$ cat src/rtl/mem_bus_seq_pkg.sv
// mem_pkg: shared definitions for the mem_bus_seq word-memory sequencer.
//   - default word address / data widths
//   - half-word width used by the two-phase write protocol
//   - request operation codes and FSM state encoding
package mem_pkg;

   localparam int ADDR_W_DEF = 10;
   localparam int DATA_W_DEF = 12;
   localparam int HALF_W     = 6;

   typedef enum logic [1:0] {
      OP_READ  = 2'd0,
      OP_WRITE = 2'd1,
      OP_DUMP  = 2'd2,
      OP_RSVD  = 2'd3
   } op_e;

   typedef enum logic [2:0] {
      S_IDLE  = 3'd0,
      S_RD    = 3'd1,
      S_WA_HI = 3'd2,
      S_WD_HI = 3'd3,
      S_WA_LO = 3'd4,
      S_WD_LO = 3'd5,
      S_DUMP  = 3'd6
   } state_e;

endpackage

$ cat src/rtl/mem_bus_seq.sv
// mem_bus_seq: sequences single-word requests onto a downstream word memory
// that is written in two 6-bit halves (address phase, then data phase per half).
//
// Ports:
//   clk, rst_n             clock (rising edge) and async active-low reset
//   req_valid / req_ready  request handshake; ready only while idle
//   req_op                 READ=0, WRITE=1, DUMP=2, 3 reserved (answered, no bus activity)
//   req_addr, req_wdata    word address and write word, captured on acceptance
//   rsp_valid              one-cycle completion pulse
//   rsp_data               read word (held until next response), zero for other ops
//   read_write, write_commit, dump_mem, addr_data   memory bus
//   mem_result             combinational read data returned by the memory
module mem_bus_seq
   import mem_pkg::*;
#(
   parameter int ADDR_W = ADDR_W_DEF,
   parameter int DATA_W = DATA_W_DEF
) (
   input  logic              clk,
   input  logic              rst_n,
   input  logic              req_valid,
   output logic              req_ready,
   input  logic [1:0]        req_op,
   input  logic [ADDR_W-1:0] req_addr,
   input  logic [DATA_W-1:0] req_wdata,
   output logic              rsp_valid,
   output logic [DATA_W-1:0] rsp_data,
   output logic              read_write,
   output logic              write_commit,
   output logic              dump_mem,
   output logic [ADDR_W-1:0] addr_data,
   input  logic [DATA_W-1:0] mem_result
);

   state_e            state_r;
   state_e            state_nxt_s;
   logic [1:0]        op_r;
   logic [ADDR_W-1:0] addr_r;
   logic [DATA_W-1:0] wdata_r;
   logic              rsp_valid_r;
   logic [DATA_W-1:0] rsp_data_r;

   logic              accept_s;
   logic              rsvd_acc_s;
   logic              done_s;
   logic              rw_s;
   logic              commit_s;
   logic              dump_s;
   logic [ADDR_W-1:0] addr_data_s;

   // Handshake decode: only the idle state accepts, so req_* is ignored while busy.
   always_comb begin
      accept_s   = req_valid && (state_r == S_IDLE);
      rsvd_acc_s = accept_s && (req_op == OP_RSVD);
      done_s     = (state_r == S_RD) || (state_r == S_WD_LO) || (state_r == S_DUMP);
   end

   // State register.
   always_ff @(posedge clk or negedge rst_n) begin
      if (!rst_n) begin
         state_r <= S_IDLE;
      end else begin
         state_r <= state_nxt_s;
      end
   end

   // Next-state logic and bus decode; the bus depends only on state_r and the
   // captured request so no req_* input can reach the memory combinationally.
   always_comb begin
      state_nxt_s = state_r;
      rw_s        = 1'b1;
      commit_s    = 1'b0;
      dump_s      = 1'b0;
      addr_data_s = {ADDR_W{1'b0}};
      case (state_r)
         S_IDLE: begin
            if (accept_s) begin
               case (req_op)
                  OP_READ:  state_nxt_s = S_RD;
                  OP_WRITE: state_nxt_s = S_WA_HI;
                  OP_DUMP:  state_nxt_s = S_DUMP;
                  default:  state_nxt_s = S_IDLE;
               endcase
            end else begin
               state_nxt_s = S_IDLE;
            end
         end
         S_RD: begin
            addr_data_s = addr_r;
            state_nxt_s = S_IDLE;
         end
         S_WA_HI: begin
            rw_s        = 1'b0;
            addr_data_s = addr_r;
            state_nxt_s = S_WD_HI;
         end
         S_WD_HI: begin
            // Data phase: bit HALF_W tags the upper half, low bits carry the data.
            rw_s                      = 1'b0;
            commit_s                  = 1'b1;
            addr_data_s[HALF_W]       = 1'b1;
            addr_data_s[HALF_W-1:0]   = wdata_r[2*HALF_W-1:HALF_W];
            state_nxt_s               = S_WA_LO;
         end
         S_WA_LO: begin
            rw_s        = 1'b0;
            addr_data_s = addr_r;
            state_nxt_s = S_WD_LO;
         end
         S_WD_LO: begin
            rw_s                      = 1'b0;
            commit_s                  = 1'b1;
            addr_data_s[HALF_W]       = 1'b0;
            addr_data_s[HALF_W-1:0]   = wdata_r[HALF_W-1:0];
            state_nxt_s               = S_IDLE;
         end
         S_DUMP: begin
            dump_s      = 1'b1;
            state_nxt_s = S_IDLE;
         end
         default: begin
            state_nxt_s = S_IDLE;
         end
      endcase
   end

   // Request capture on acceptance.
   always_ff @(posedge clk or negedge rst_n) begin
      if (!rst_n) begin
         op_r    <= 2'd0;
         addr_r  <= {ADDR_W{1'b0}};
         wdata_r <= {DATA_W{1'b0}};
      end else if (accept_s) begin
         op_r    <= req_op;
         addr_r  <= req_addr;
         wdata_r <= req_wdata;
      end else begin
         op_r    <= op_r;
         addr_r  <= addr_r;
         wdata_r <= wdata_r;
      end
   end

   // Response: pulse in the idle cycle after the last bus cycle (or right after a
   // reserved op); read data sampled from the memory at the end of RD.
   always_ff @(posedge clk or negedge rst_n) begin
      if (!rst_n) begin
         rsp_valid_r <= 1'b0;
         rsp_data_r  <= {DATA_W{1'b0}};
      end else if (done_s) begin
         rsp_valid_r <= 1'b1;
         rsp_data_r  <= (op_r == OP_READ) ? mem_result : {DATA_W{1'b0}};
      end else if (rsvd_acc_s) begin
         rsp_valid_r <= 1'b1;
         rsp_data_r  <= {DATA_W{1'b0}};
      end else begin
         rsp_valid_r <= 1'b0;
         rsp_data_r  <= rsp_data_r;
      end
   end

   assign req_ready    = (state_r == S_IDLE);
   assign rsp_valid    = rsp_valid_r;
   assign rsp_data     = rsp_data_r;
   assign read_write   = rw_s;
   assign write_commit = commit_s;
   assign dump_mem     = dump_s;
   assign addr_data    = addr_data_s;

endmodule

$ cat config.mk
export PLATFORM = sky130hd
export DESIGN_NAME = mem_bus_seq
export DESIGN_NICKNAME = d
export VERILOG_FILES = /design/src/rtl/mem_bus_seq_pkg.sv /design/src/rtl/mem_bus_seq.sv
export SDC_FILE = /design/constraint.sdc
export NUM_CORES = 1
export LEC_CHECK = 0
export CAP_MARGIN = 5
export CORE_ASPECT_RATIO = 0.6
export CORE_MARGIN = 4
export CORE_UTILIZATION = 56
export DETAILED_ROUTE_END_ITERATION = 6
export DONT_BUFFER_PORTS = 1
export PLACE_DENSITY = 0.71
export SETUP_SLACK_MARGIN = 0.2
export SLEW_MARGIN = 20
export SYNTH_ARGS = -nofsm -noshare
export SYNTH_HDL_FRONTEND = slang
export SYNTH_SLANG_ARGS = --single-unit
$ cat constraint.sdc
create_clock -name clk -period 2.2 [get_ports clk]
set_clock_uncertainty 0.2 [all_clocks]
set_input_delay 0.11 -clock clk [delete_from_list [all_inputs] [get_ports clk]]
set_output_delay 0.11 -clock clk [all_outputs]
set_load 0.01 [all_outputs]
==> summary.txt <==
STA
  – Max Freq: 523 MHz
  – RSZ-0062 raised after global routing: true
  – Worst-margin pin slew: 520 ps
  – Rel. slew slack: 65.2%
  – Slew Viols, Final: 0
  – Setup violations, final: 0
  – Period utilization: 86.9%
  – Final Hold Vio Count: 0
  – Total Neg Setup Slack: 0 ps
  – Final min period: 1910 ps

Worst setup path
  – Crit. End Element: primary output
  – Worst path depth: 3
  – CP max FO: 15
  – Worst path max stage delay: roughly 520 ps
  – Critical path type: reg2out
  – Critical Path RT: 1890 ps
  – Critical path, cell by cell: buf_4, nand2b_1, o21ai_1
  – Largest delay share family, worst path: flip-flops
  – Critical path buffers and inverters: 1
  – CP max-delay cell: dfrtp_1
  – Reg-to-reg slack, setup: 330 ps
  – Setup crit start kind: flip-flop
  – WP data arrival: 1600 ps
  – R2r worst-path depth: 4

Placed design
  – PortBufs: 0
  – GPL Wtd Cong: slightly above 0.8
  – Hpwl dp: 2920 µm

Detailed routing
  – Starting DRT DRC Count: 53
  – Drt pass-1 iters: 4
  – DRC Markers: 0
  – Vias/cell: 5.83
  – Via count: 1382
  – WL/cell: 18.6 µm
  – Final ANT Viol Nets: 0
  – Total wire length: between 4000 and 5000 µm

Logic synthesis
  – Main combinational cell family by area after synthesis: multiplexers
  – Synth unique cells: 34
  – Synth Area in Compound Gates: 13.9%
  – Mux contribution to synthesized area: between 20% and 30%
  – Post-Syn Area per Cell: 13.6 µm²
  – Net Count, Synth: 196
  – Synth area leaders: dfrtp_1 48%, mux2_4 14%, mux2i_1 5.7%, a22o_1 5.0%, a211o_1 2.5%
  – Primary FF master, synth: dfrtp_1
  – XOR/XNOR Fraction of Synth Area: 0.836%
  – YS warnings: 0
  – Most area-hungry cell type in the Yosys netlist: dfrtp_1
  – Asr flop ratio synth: 100%
  – Number of flops mapped to enable cells by yosys: 0
  – Post-synth top cells: 40 x dfrtp_1, 20 x mux2_4, 12 x a22o_1, 12 x mux2i_1, 9 x a21oi_1
  – Simple-gate share of the synthesized area: roughly 6.6%
  – Register area share after synthesis: a little under half
  – Top-count cell post-synth: dfrtp_1
  – Area share of the largest cell type after synthesis: 47.8%
  – Cells after synthesis: between 150 and 200
  – Yosys reg bits: 40
  – Adder and majority gate portion of the synthesized area: approximately 1.8%
  – Syn Std Cell Area: 2100 µm²

Hold path
  – Worst Hold Path Cells: 4
  – Hold Crit Class: in2reg

Global routing
  – Overflow after GRT: 0
  – M3 GR Usage: 6.39%
  – Met2 GRT Util: 30.6%
  – GR Util met1: 23.9%
  – Initial antenna violation count: 0
  – Most used routing layer: met2
  – Gr usage total: 18.9%
  – Vias in the first global route: between 1500 and 2000
  – Maximum number of pins on one net before global-route repair: 41
  – Global-route wire length before repair: 7180 µm

Floorplanning
  – Die Ht: approximately 55 µm
  – Row count: 16
  – Initial Utilization: 61.2%
  – Die width: 87.0 µm
  – DIE AREA: 4820 µm²
  – Core Footprint: ~3400 µm²
  – Top Ports: 66

Clocking
  – CTS H-tree lvls: 2
  – Clk_lat worst skew: 280 ps
  – Clock Path Buffers: 2
  – Clk root buf: clkbuf_8
  – CTS Buf Count: 5
  – Clock Sinks: 40
  – CTS tree: done
  – Clk pin slew, worst setup/hold paths: 80 ps

Job
  – Max_cap viols: 0

Pwr
  – Total design power: about 3600 µW
  – Maximum vdd ir drop: around 0.0008 V
  – Pwr dens: between 1000 and 1500 nW/µm²
  – Lkg Pwr: 0.00113 µW

Final layout
  – Layout Nets: between 200 and 250
  – Ratio of cells with drive above 1 in the final layout: a little over a fifth
  – Layout overhead on the synthesized area: 21.1%
  – Antenna diode count: 0

Outcome
  – Status: finished, final reports clean
[path summary, 6_finish.rpt]
check / to / startpoint
max: addr_data[1] / state_r[2]$_DFF_PN0_
min: state_r[1]$_DFF_PN0_ / req_op[1]
max reg2reg: rsp_data[1]$_DFFE_PN0P_ / state_r[1]$_DFF_PN0_
min reg2reg: addr_r[7]$_DFFE_PN0N_ / addr_r[7]$_DFFE_PN0N_
max in group asynchronous: addr_r[5]$_DFFE_PN0N_ / rst_n
min in group asynchronous: wdata_r[9]$_DFFE_PN0N_ / rst_n
[registers in the layout, indices dropped and copies added (netlist names)]
register	cells
rsp_data	12
wdata_r	12
op_r	2
rsp_valid	1
addr_r	10
state_r	3
[per-stage QoR]
step | hold WS (ps) | std cells | instance area (µm²) | setup WS (ps) | utilization [%]
floorplan | -386 | 154 | 2100 | 451 | -
global placement | -385 | 191 | 2060 | 434 | 60.1
detailed placement | -385 | 191 | 2060 | 355 | 60.1
CTS | 9.94 | 237 | 2530 | 190 | 74.0
global route | 33.9 | 237 | 2540 | 157 | 74.1
finish | 0.978 | 237 | 2540 | 288 | 74.1
[cells by family after synthesis]
kind of cell | after synthesis
buf+inv | 16
xor+xnor | 2
mux | 36
fa+ha+maj | 3
flops | 40
simple gates | 16
compound gates | 41
[worst reg2reg max path: cells and delay by family, from the launching register on]
family | cells | cell delay, ps
AOI/OAI and AO/OA | 1 | 240
buffers and inverters | 1 | 240
DFF | 1 | 410
and+or+nand+nor | 2 | 710
[per-layer routing]
layer | share of wire, % | vias to the layer above
met2 | 48 | 46
met4 | 1.4 | 0
met5 | 0 | -
met1 | 43 | 693
met3 | 6.8 | 6
li1 | - | 637
[cell usage in the layout (no fill, tap or decap), drive strengths merged]
cell type,count
dfrtp,40
nor3,3
mux2,24
nor2b,2
a211o,6
buf,6
ha,3
a211oi,2
clkinv,1
inv,3
nand2b,1
xnor2,1
o32ai,1
nand2,2
xor2,1
or3,1
a21oi,9
and3b,1
o21ai,8
nor2,1
a22o,12
dlygate4sd3,38
and2,4
mux2i,12
o21a,3
nor4bb,1
clkbuf,6
[report_power, final]
part	leakage [µW]	internal (µW)	total (µW)	switching (µW)
Clock	0.0000410	216	448	232
Combinational	0.000596	882	1660	781
Sequential	0.000496	1100	1460	354
Total	0.00113	2200	3570	1370
[what timing repair did]
| action | CTS | global route |
|---|---|---|
| hold endpoints to repair | 79 | 0 |
| resized for setup | 0 | 7 |
| endpoints found under the setup margin | 4 | 8 |
| hold buffers | 39 | 0 |
| buffers inserted | 0 | 0 |
| pin swaps | 0 | 0 |
[area by class of cell]
cell class                      count  area [µm²]
Fill cell                         232         886
Tap cell                           45        56.3
Timing Repair Buffer               44         442
Sequential cell                    40        1000
Clock buffer                        6        72.6
Multi-Input combinational cell     98         950
Clock inverter                      1        5.00
Inverter                            3        11.3
Power figures use the tool's default switching activity.
